## config.mk

```make
export PLATFORM = sky130hd
export DESIGN_NAME = instr_mem_loadable_flat
export DESIGN_NICKNAME = d
export VERILOG_FILES = /design/src/rtl/instr_mem_loadable_pkg.sv /design/src/rtl/instr_mem_loadable_if.sv /design/src/rtl/instr_mem_loadable_packer.sv /design/src/rtl/instr_mem_loadable.sv /design/src/flat_wrapper.sv
export SDC_FILE = /design/constraint.sdc
export NUM_CORES = 2
export LEC_CHECK = 0
export BUFFER_PORTS_ARGS = -buffer_cell sky130_fd_sc_hd__buf_4
export CAP_MARGIN = 20
export CORE_UTILIZATION = 25
export CTS_CLUSTER_DIAMETER = 120
export DETAILED_ROUTE_END_ITERATION = 6
export PLACE_DENSITY_LB_ADDON = 0.05
export SKIP_CTS_REPAIR_TIMING = 1
export SLEW_MARGIN = 20
export SYNTH_ARGS = -nofsm -noshare
export SYNTH_HDL_FRONTEND = slang
export SYNTH_SLANG_ARGS = --single-unit
```

## constraint.sdc

```tcl
create_clock -name clk -period 27.5 [get_ports clk]
set_input_delay 0 -clock clk [delete_from_list [all_inputs] [get_ports clk]]
set_output_delay 0 -clock clk [all_outputs]
set_load 0.005 [all_outputs]
```

## src/rtl/instr_mem_loadable_pkg.sv

```systemverilog
// Shared types and constants for the run-time loadable instruction memory.
// The opcode/funct values are the encodings used to build test programs.
package instr_mem_pkg;

  typedef enum logic [1:0] {RUN, LOAD, FLUSH} state_t;

  localparam int          BYTE_W   = 8;
  localparam logic [31:0] NOP_WORD = 32'h0000_0000;

  localparam logic [5:0] OP_RTYPE = 6'b000000;
  localparam logic [5:0] OP_ADDI  = 6'b001000;
  localparam logic [5:0] FN_ADD   = 6'b100000;
  localparam logic [5:0] FN_AND   = 6'b100100;
  localparam logic [5:0] FN_OR    = 6'b100101;
  localparam logic [5:0] FN_NOR   = 6'b100111;
  localparam logic [5:0] FN_SLT   = 6'b101010;

endpackage

```

## src/rtl/instr_mem_loadable_if.sv

```systemverilog
// Fetch and byte-serial load signals of the instruction memory.
// The CPU/loader side is the master; the memory is the slave.
interface instr_mem_loadable_if
  import instr_mem_pkg::*;
#(
  parameter int ADDR_W = 8,
  parameter int DATA_W = 32
);
  logic              fetch_en;
  logic [ADDR_W-1:0] address;
  logic [DATA_W-1:0] RD;
  logic              rd_valid;
  logic              addr_fault;
  logic              load_start;
  logic [BYTE_W-1:0] load_byte;
  logic              load_valid;
  logic              load_last;
  logic              load_ready;
  logic              load_busy;
  logic              load_done;
  logic [ADDR_W:0]   load_words;

  modport master (
    output fetch_en, address, load_start, load_byte, load_valid, load_last,
    input  RD, rd_valid, addr_fault, load_ready, load_busy, load_done, load_words
  );

  modport slave (
    input  fetch_en, address, load_start, load_byte, load_valid, load_last,
    output RD, rd_valid, addr_fault, load_ready, load_busy, load_done, load_words
  );
endinterface

```

## src/rtl/instr_mem_loadable_packer.sv

```systemverilog
// Assembles MSB-first bytes into a DATA_W word; word_o already contains the
// byte being accepted so the memory can be written on that same edge.
module instr_mem_loadable_packer
  import instr_mem_pkg::*;
#(
  parameter int DATA_W = 32
) (
  input  logic              clk,
  input  logic              reset,
  input  logic              clear_i,
  input  logic [BYTE_W-1:0] byte_i,
  input  logic              accept_i,
  input  logic              last_i,
  output logic [DATA_W-1:0] word_o,
  output logic              word_stb_o
);
  localparam int BYTES = DATA_W / BYTE_W;
  localparam int CNT_W = (BYTES > 1) ? $clog2(BYTES) : 1;

  logic [CNT_W-1:0]  cnt_q;
  logic [DATA_W-1:0] asm_q;

  // Unfilled low slots of asm_q are always zero, which gives the padding.
  always_comb begin
    word_o = asm_q;
    word_o[DATA_W-1-BYTE_W*int'(cnt_q) -: BYTE_W] = byte_i;
  end

  assign word_stb_o = accept_i && (last_i || (cnt_q == CNT_W'(BYTES-1)));

  always_ff @(posedge clk or posedge reset) begin
    if (reset) begin
      cnt_q <= '0;
    end else if (clear_i || word_stb_o) begin
      cnt_q <= '0;
    end else if (accept_i) begin
      cnt_q <= cnt_q + CNT_W'(1);
    end
  end

  always_ff @(posedge clk) begin
    if (clear_i || word_stb_o) begin
      asm_q <= '0;
    end else if (accept_i) begin
      asm_q <= word_o;
    end
  end

endmodule

```

## src/rtl/instr_mem_loadable.sv

```systemverilog
// Instruction memory with registered fetch port and a byte-serial loader.
// Contents come only from the loader; reset clears everything to NOP.
module instr_mem_loadable
  import instr_mem_pkg::*;
#(
  parameter int ADDR_W = 8,
  parameter int DEPTH  = 32,
  parameter int DATA_W = 32
) (
  input  logic                 clk,
  input  logic                 reset,
  instr_mem_loadable_if.slave  bus
);
  localparam int              IDX_W    = (DEPTH > 1) ? $clog2(DEPTH) : 1;
  localparam logic [ADDR_W:0] DEPTH_C  = (ADDR_W+1)'(DEPTH);
  localparam logic [ADDR_W:0] LAST_PTR = (ADDR_W+1)'(DEPTH-1);

  state_t            state_q;
  logic [DATA_W-1:0] mem_q [2**IDX_W];
  logic [DATA_W-1:0] rd_q;
  logic              rd_valid_q;
  logic              fault_q;
  logic [ADDR_W:0]   wr_ptr_q;
  logic [ADDR_W:0]   wr_ptr_d;
  logic              load_ready;
  logic              accept;
  logic              clear;
  logic              word_stb;
  logic [DATA_W-1:0] word;

  assign load_ready = (state_q == LOAD) && (wr_ptr_q < DEPTH_C);
  assign accept     = bus.load_valid && load_ready;
  assign clear      = (state_q == RUN) && bus.load_start;
  assign wr_ptr_d   = wr_ptr_q + (ADDR_W+1)'(1);

  instr_mem_loadable_packer #(.DATA_W(DATA_W)) u_packer (
    .clk        (clk),
    .reset      (reset),
    .clear_i    (clear),
    .byte_i     (bus.load_byte),
    .accept_i   (accept),
    .last_i     (bus.load_last),
    .word_o     (word),
    .word_stb_o (word_stb)
  );

  always_ff @(posedge clk or posedge reset) begin
    if (reset) begin
      state_q    <= RUN;
      rd_q       <= DATA_W'(NOP_WORD);
      rd_valid_q <= 1'b0;
      fault_q    <= 1'b0;
      wr_ptr_q   <= '0;
      for (int i = 0; i < 2**IDX_W; i++) mem_q[i] <= DATA_W'(NOP_WORD);
    end else begin
      rd_valid_q <= 1'b0;
      case (state_q)
        RUN: begin
          if (bus.fetch_en) begin
            rd_valid_q <= 1'b1;
            if ({1'b0, bus.address} < DEPTH_C) begin
              rd_q    <= mem_q[bus.address[IDX_W-1:0]];
              fault_q <= 1'b0;
            end else begin
              rd_q    <= DATA_W'(NOP_WORD);
              fault_q <= 1'b1;
            end
          end
          if (bus.load_start) begin
            state_q  <= LOAD;
            wr_ptr_q <= '0;
          end
        end
        LOAD: begin
          // Filling the last word ends the session even without load_last.
          if (word_stb) begin
            mem_q[wr_ptr_q[IDX_W-1:0]] <= word;
            wr_ptr_q <= wr_ptr_d;
            if (bus.load_last || (wr_ptr_q == LAST_PTR)) state_q <= FLUSH;
          end
        end
        FLUSH:   state_q <= RUN;
        default: state_q <= RUN;
      endcase
    end
  end

  assign bus.RD         = rd_q;
  assign bus.rd_valid   = rd_valid_q;
  assign bus.addr_fault = fault_q;
  assign bus.load_ready = load_ready;
  assign bus.load_busy  = (state_q != RUN);
  assign bus.load_done  = (state_q == FLUSH);
  assign bus.load_words = wr_ptr_q;

endmodule

```

## src/flat_wrapper.sv

```systemverilog
// flat-port wrapper written by rule: the top's interface ports become plain ports
module instr_mem_loadable_flat import instr_mem_pkg::*;
#(
  parameter int ADDR_W = 8,
  parameter int DEPTH  = 32,
  parameter int DATA_W = 32
)
  (clk, reset, bus_fetch_en, bus_address, bus_load_start, bus_load_byte, bus_load_valid, bus_load_last, bus_RD, bus_rd_valid, bus_addr_fault, bus_load_ready, bus_load_busy, bus_load_done, bus_load_words);
  instr_mem_loadable_if #(.ADDR_W(ADDR_W), .DATA_W(DATA_W)) bus_i ();
  input  logic clk;
  input  logic reset;
  input wire logic [$bits(bus_i.fetch_en)-1:0] bus_fetch_en;
  input wire logic [$bits(bus_i.address)-1:0] bus_address;
  input wire logic [$bits(bus_i.load_start)-1:0] bus_load_start;
  input wire logic [$bits(bus_i.load_byte)-1:0] bus_load_byte;
  input wire logic [$bits(bus_i.load_valid)-1:0] bus_load_valid;
  input wire logic [$bits(bus_i.load_last)-1:0] bus_load_last;
  output wire logic [$bits(bus_i.RD)-1:0] bus_RD;
  output wire logic [$bits(bus_i.rd_valid)-1:0] bus_rd_valid;
  output wire logic [$bits(bus_i.addr_fault)-1:0] bus_addr_fault;
  output wire logic [$bits(bus_i.load_ready)-1:0] bus_load_ready;
  output wire logic [$bits(bus_i.load_busy)-1:0] bus_load_busy;
  output wire logic [$bits(bus_i.load_done)-1:0] bus_load_done;
  output wire logic [$bits(bus_i.load_words)-1:0] bus_load_words;
  assign bus_i.fetch_en = bus_fetch_en;
  assign bus_i.address = bus_address;
  assign bus_i.load_start = bus_load_start;
  assign bus_i.load_byte = bus_load_byte;
  assign bus_i.load_valid = bus_load_valid;
  assign bus_i.load_last = bus_load_last;
  assign bus_RD = bus_i.RD;
  assign bus_rd_valid = bus_i.rd_valid;
  assign bus_addr_fault = bus_i.addr_fault;
  assign bus_load_ready = bus_i.load_ready;
  assign bus_load_busy = bus_i.load_busy;
  assign bus_load_done = bus_i.load_done;
  assign bus_load_words = bus_i.load_words;
  instr_mem_loadable #(.ADDR_W(ADDR_W), .DEPTH(DEPTH), .DATA_W(DATA_W)) u_core (.clk(clk), .reset(reset), .bus(bus_i));
endmodule
```

# [Yosys cells after proc, flatten, opt, wreduce, memory -nomap -nowiden]
# Index checks and enable logic that the tools add are counted.
[classes] multipliers=0 mux=20 shifts=2 n_addsub=4 order_cmp=5 n_eq_ne=7 div=0 reduce_logical=16 bitwise_logic=2
[op_table] operator="$bwmux W1024" count=1
[op_table] operator="$bmux W32 S5" count=1
[op_table] operator="$demux W32 S5" count=1
[op_table] operator="$mux W32" count=4
[op_table] operator="$shift A8 B33 Y39 const A" count=1
[op_table] operator="$shiftx A8 B33 Y39" count=1
[op_table] operator="$neg A6 Y33" count=1
[op_table] operator="$bwmux W32" count=1
[op_table] operator="$mux W9" count=2
[op_table] operator="$pmux W9 S2" count=1
[op_table] operator="$ge A6 B6 Y1 const B" count=2
[op_table] operator="$not A5 Y6" count=2
[op_table] operator="$mux W2" count=5
[op_table] operator="$add A9 B1 Y9 const B" count=1
[op_table] operator="$eq A9 B5 Y1 const B" count=1
[op_table] operator="$lt A9 B6 Y1 const B" count=1
[op_table] operator="$lt A8 B6 Y1 const B" count=1
[op_table] operator="$lt A6 B1 Y1 const B" count=1
[op_table] operator="$ne A2 B2 Y1 const B" count=3
[op_table] operator="$reduce_and A3 Y1" count=2
[op_table] operator="$reduce_bool A2 Y1" count=3
[op_table] operator="$sub A5 B5 Y6 const A" count=1
[op_table] operator="$logic_and A1 B1 Y1" count=5
[op_table] operator="$eq A2 B2 Y1 const B" count=2
[op_table] operator="other kinds (7)" count=12
[word_totals] mem_bits_ro=0 in_bits=22 output_inout_bits=46 latchBits=0 word_cells=95 ram_bits=0 register_bits=1103 mem_count=0

# [Logic depth before layout (Yosys ltp)]
[depth] ltp_word=6 depth_mapped=11 ltp_nobuf=6

# [Cells and area by module]
# A second synthesis with hierarchy kept.
[unflattened] hier_cells=3552 area_unflattened_um2=50743.7
[by_module_without_submodules] mod="instr_mem_loadable" cells_each=3296 seq_area_each_um2=26750.7 n_inst=1 area_per_inst_um2=48930.7
[by_module_without_submodules] mod="instr_mem_loadable_packer" cells_each=256 seq_area_each_um2=690.7 n_inst=1 area_per_inst_um2=1813.0

# [Worst setup path before layout]
# No wires, ideal clock.
[synth_timing] path_kind="flip-flop to flip-flop" from="register u_core.u_packer.cnt_q[0]" to="register u_core.mem_q[713] (netlist bit)" synth_period_minus_slack_ps=2183 slack_ps=25317 arrival_time_ps=2049 setup_ps=134 path_buffers=3 stages_incl_launch_ff=9 required_time_ps=27366 cell_sequence="dfrtp_1 > ha_1 > o21a_2 > buf_2 > buf_4 > nand4_2 > clkbuf_1 > nand2_1 > o21ai_0"
[synth_between] elab_chain_len=5 word_cells_on_any_way=10 cone_classes="2 x add/sub; 1 x eq/ne; 2 x shift; 2 x mux; 3 x reduce/logical"
[synth_lines] item="start, declared" line="instr_mem_loadable_packer.sv:20" text="logic [CNT_W-1:0] cnt_q;"
[synth_lines] item="start signal, assigned" line="instr_mem_loadable_packer.sv:37" text="cnt_q <= cnt_q + CNT_W'(1);"
[synth_lines] item="$sub A5 B5 Y6" line="instr_mem_loadable_packer.sv:26" text="word_o[DATA_W-1-BYTE_W*int'(cnt_q) -: BYTE_W] = byte_i;"
[synth_lines] item="$neg A6 Y33" line="instr_mem_loadable_packer.sv:26"
[synth_lines] item="$shiftx A8 B33 Y39 / $shift A8 B33 Y39 (equally long branches)" line="instr_mem_loadable_packer.sv:26"
[synth_lines] item="$bwmux W32" line="instr_mem_loadable_packer.sv:26"
[synth_lines] item="$bwmux W1024" line="instr_mem_loadable.sv:77" text="mem_q[wr_ptr_q[IDX_W-1:0]] <= word;"
[synth_lines] item="end signal, assigned by index" line="instr_mem_loadable.sv:77"
[synth_lines] item="end, declared" line="instr_mem_loadable.sv:19" text="logic [DATA_W-1:0] mem_q [2**IDX_W];"
# Parallel ways exist; a longest one is shown, timed or not.
# A chain may end at the register's enable or synchronous reset.

==> metrics.log <==
INFO  metric filler_cell_count = 19900
INFO  metric synth_edf_count = 0
INFO  metric tritoncts = yes
INFO  metric synth_area_leaders = dfrtp_1 55%, mux4_2 5.9%, nand2_1 5.3%
INFO  metric synth_area = 48800 µm²
INFO  metric drc_markers = 0
INFO  metric final_critical_delay_including_setup_and_external_delays = 3.96 ns
INFO  metric cts-htree-levels = 4
INFO  metric via_per_inst = roughly 4.7
INFO  metric setup.worst_path.class = primary input to asynchronous set/reset pin
INFO  metric clk_latency = 0.78 ns
INFO  metric worstPathArrival = about 4.7 ns
INFO  metric area_growth = 16.1%
INFO  metric gp_congestion = 0.700
INFO  metric multi_input_area = 19700 µm²
INFO  metric finish.net_count = 4544
INFO  metric endpoint_kind = asynchronous set/reset pin
INFO  metric finalHoldViolCount = 4
INFO  metric register_area = ~27000 µm²
INFO  metric fp.coreArea = slightly below 200000 µm²
INFO  metric drt-pass1-iter-count = 5
INFO  metric grt_max_degree = 164
INFO  metric clk_transition_reported_paths = 0.06 ns
INFO  metric chipHeight = 444 µm
INFO  metric switching_share = 31.8%
INFO  metric layout.cells.most_common_list = 1071 x dfrtp_1, 684 x nand2_1, 478 x a21oi_1
INFO  metric critical_path.startpoint_type = primary input
INFO  metric final.period_utilization = between 10% and 20%
INFO  metric report.final.setup_viol = 0
INFO  metric power.share.combinational = 18.9%
INFO  metric globalRouteOverflowTotal = 0
INFO  metric cts.path.max_buffers = 3
INFO  metric pwr_density_cell = approximately 80 nW/µm²
INFO  metric worst_clock_skew = 0.0278 ns
INFO  metric netlist_instances = 4610
INFO  metric p_int = 3.11 mW
INFO  metric syn-num-nets = 4640
INFO  metric status = finished, violations left
INFO  metric dpl.cell_count = a little under 7000
INFO  metric power.leakage = 25.0 nW
INFO  metric drt_iter0_markers = 2004
INFO  metric power.clock.fraction = between 40% and 50%
INFO  metric rsz0062_at_grt = false
INFO  metric power_switching = 1.45 mW
INFO  metric fin_cells = between 7000 and 8000
INFO  metric antenna_found_initial = 2
INFO  metric ys.flop_type = dfrtp_1
INFO  metric peakVddDrop = slightly below 0.04 mV
INFO  metric slew_headroom = ~28%
INFO  metric synth_largest_area_cell = dfrtp_1
INFO  metric timing.setup.tns = 0 ns
INFO  metric global_route.usage.total = 18.3%
INFO  metric vias = about 33000
INFO  metric achievable_freq = 252 MHz
INFO  metric violations_in_the_final_reports = hold timing
INFO  metric cts_made_buffers = 139
INFO  metric layout.cells.most_common = dfrtp_1
INFO  metric dp.final_hpwl = 101000 µm
INFO  metric synthesis.yosys.warnings = 0
INFO  metric initial_core_utilization = 25.3%
INFO  metric hold_class = primary input to asynchronous set/reset pin
INFO  metric power.share.sequential = 39.7%
INFO  metric ys_seq_area_share = a little under three fifths
INFO  metric post_synth.cell_area_avg = about 11 µm²
INFO  metric path_max_fanout = roughly 120
INFO  metric first_global_vias = approximately 34000
INFO  metric post_drt_wl_per_cell = 25.0 µm
INFO  metric synth.distinct_cells = 53
INFO  metric top_level_ports = 68
INFO  metric row_count = 161
INFO  metric worst_slew_pin_slew = 1.09 ns
INFO  metric slew_viol_final = 0
INFO  metric synth-seq-cells = 1103
INFO  metric final_antenna_net_count = 0
INFO  metric timing.max_cap.violations = 0
INFO  metric die_footprint = between 150000 and 200000 µm²
INFO  metric root_buffer = clkbuf_16
INFO  metric drt_wl_total = 178000 µm
INFO  metric synth_top_cell_area_share = 54.9%
INFO  metric clock_sinks = between 1000 and 1500
INFO  metric grt_first_pass_wirelength = 260000 µm
INFO  metric die_width = 444 µm
INFO  metric async_flop_share = 97.1%
INFO  metric holdWs = -0.00985 ns
INFO  metric worst-endpoint-required = between 20 and 30 ns
INFO  metric drive_above_1_share = 16.4%
INFO  metric numPortBuffers = 67
layer usage:
layer  GRT usage (%)  up-vias  part of all wire (%)
met2            31.1      339                    49
met5               0        -                     0
met3            2.44      190                   2.6
li1                -    16000                     -
met4            4.80        0                   2.1
met1            24.2    16900                    46
worst paths after layout:
kind | start | endpoint | slack [ns] | depth (start not counted)
setup / recovery | reset | u_core.mem_q[267] | 23.54 | 8
hold / removal | reset | u_core.mem_q[728] | -0.01 | 4
setup reg to reg | u_core.u_packer.cnt_q[0] | u_core.state_q[0] | 23.64 | 9
hold reg to reg | u_core.mem_q[975] | u_core.mem_q[975] | 0.47 | 2
max in group clk | u_core.u_packer.cnt_q[0] | u_core.state_q[0] | 23.64 | 9
min in group clk | bus_fetch_en | u_core.bus.rd_valid | 0.02 | 3
through the flow:
stage	utilization, %	hold slack, ns	setup slack (ns)	total power, mW	cell area [µm²]
after global placement	26.8	0.259	22.97	2.70	51700
after global routing	29.3	0.0166	22.92	4.79	56700
after CTS	29.2	-0.588	23.61	4.64	56400
after floorplan	-	0.132	12.73	2.33	48800
after detailed placement	26.8	0.262	22.93	2.71	51800
final	29.3	-0.00985	23.54	4.56	56700
cells by family (layout without fill, tap and decap cells):
logic type / after synthesis / in the layout / share of synthesized area, %
AOI/OAI and AO/OA: 1384 / 1384 / 15.9
xor gates and xnor gates: 2 / 2 / 0.0359
adders and majority gates: 8 / 8 / 0.205
buffers and inverters: 448 / 458 / 4.67
DFF: 1103 / 1103 / 56.2
muxes: 418 / 418 / 12.1
other: 0 / 3 / 0
and+or+nand+nor: 1247 / 1247 / 10.9
registers in the layout, summed over array words and instances, names as in the netlist:
register	count
u_core.bus.RD	32
u_core.bus.addr_fault	1
u_core.bus.load_words	9
u_core.bus.rd_valid	1
u_core.mem_q	1024
u_core.state_q	2
u_core.u_packer.asm_q	32
u_core.u_packer.cnt_q	2
cell type report:
type	instances	share of cell area, %
Sequential cell	1103	48.4
Multi-Input combinational cell	3059	34.7
Clock buffer	221	7.63
Tap cell	2526	5.57
Timing Repair Buffer	202	3.02
Clock inverter	26	0.598
Inverter	9	0.0883
Antenna cell	3	0.0132
power by group through the flow:
stage,logic [mW],registers [mW],clock network (mW)
3_3_place_gp,0.858,1.84,0
4_1_cts,0.871,1.81,1.96
6_report,0.862,1.81,1.89
3_5_place_dp,0.871,1.84,0
5_1_grt,0.951,1.82,2.01
2_1_floorplan,0.519,1.82,0
critical path, cell delays in order:
cell and delay, ns:
dlygate4sd3_1 0.54, buf_4 0.14, clkinvlp_4 0.07, buf_12 0.49, buf_4 0.73, buf_4 0.77
buf_4 0.86, buf_4 0.83
synth_stat cells (14+ instances only):
cell type     n
o41ai_1      30
buf_6        51
mux2_2       92
mux4_2      128
nor2_1      432
clkbuf_1    258
a221oi_1     32
nor2b_1      67
o21ai_2      54
a211oi_1     62
o22ai_1      30
dfrtp_1    1071
a21oi_1     478
o21ai_1     198
buf_4        14
a22oi_1      66
buf_2       109
mux2i_1     198
nand2_1     688
dfxtp_1      32
o21ai_0     393
a31oi_1      35
No activity file was read; power rests on OpenSTA's default activity.
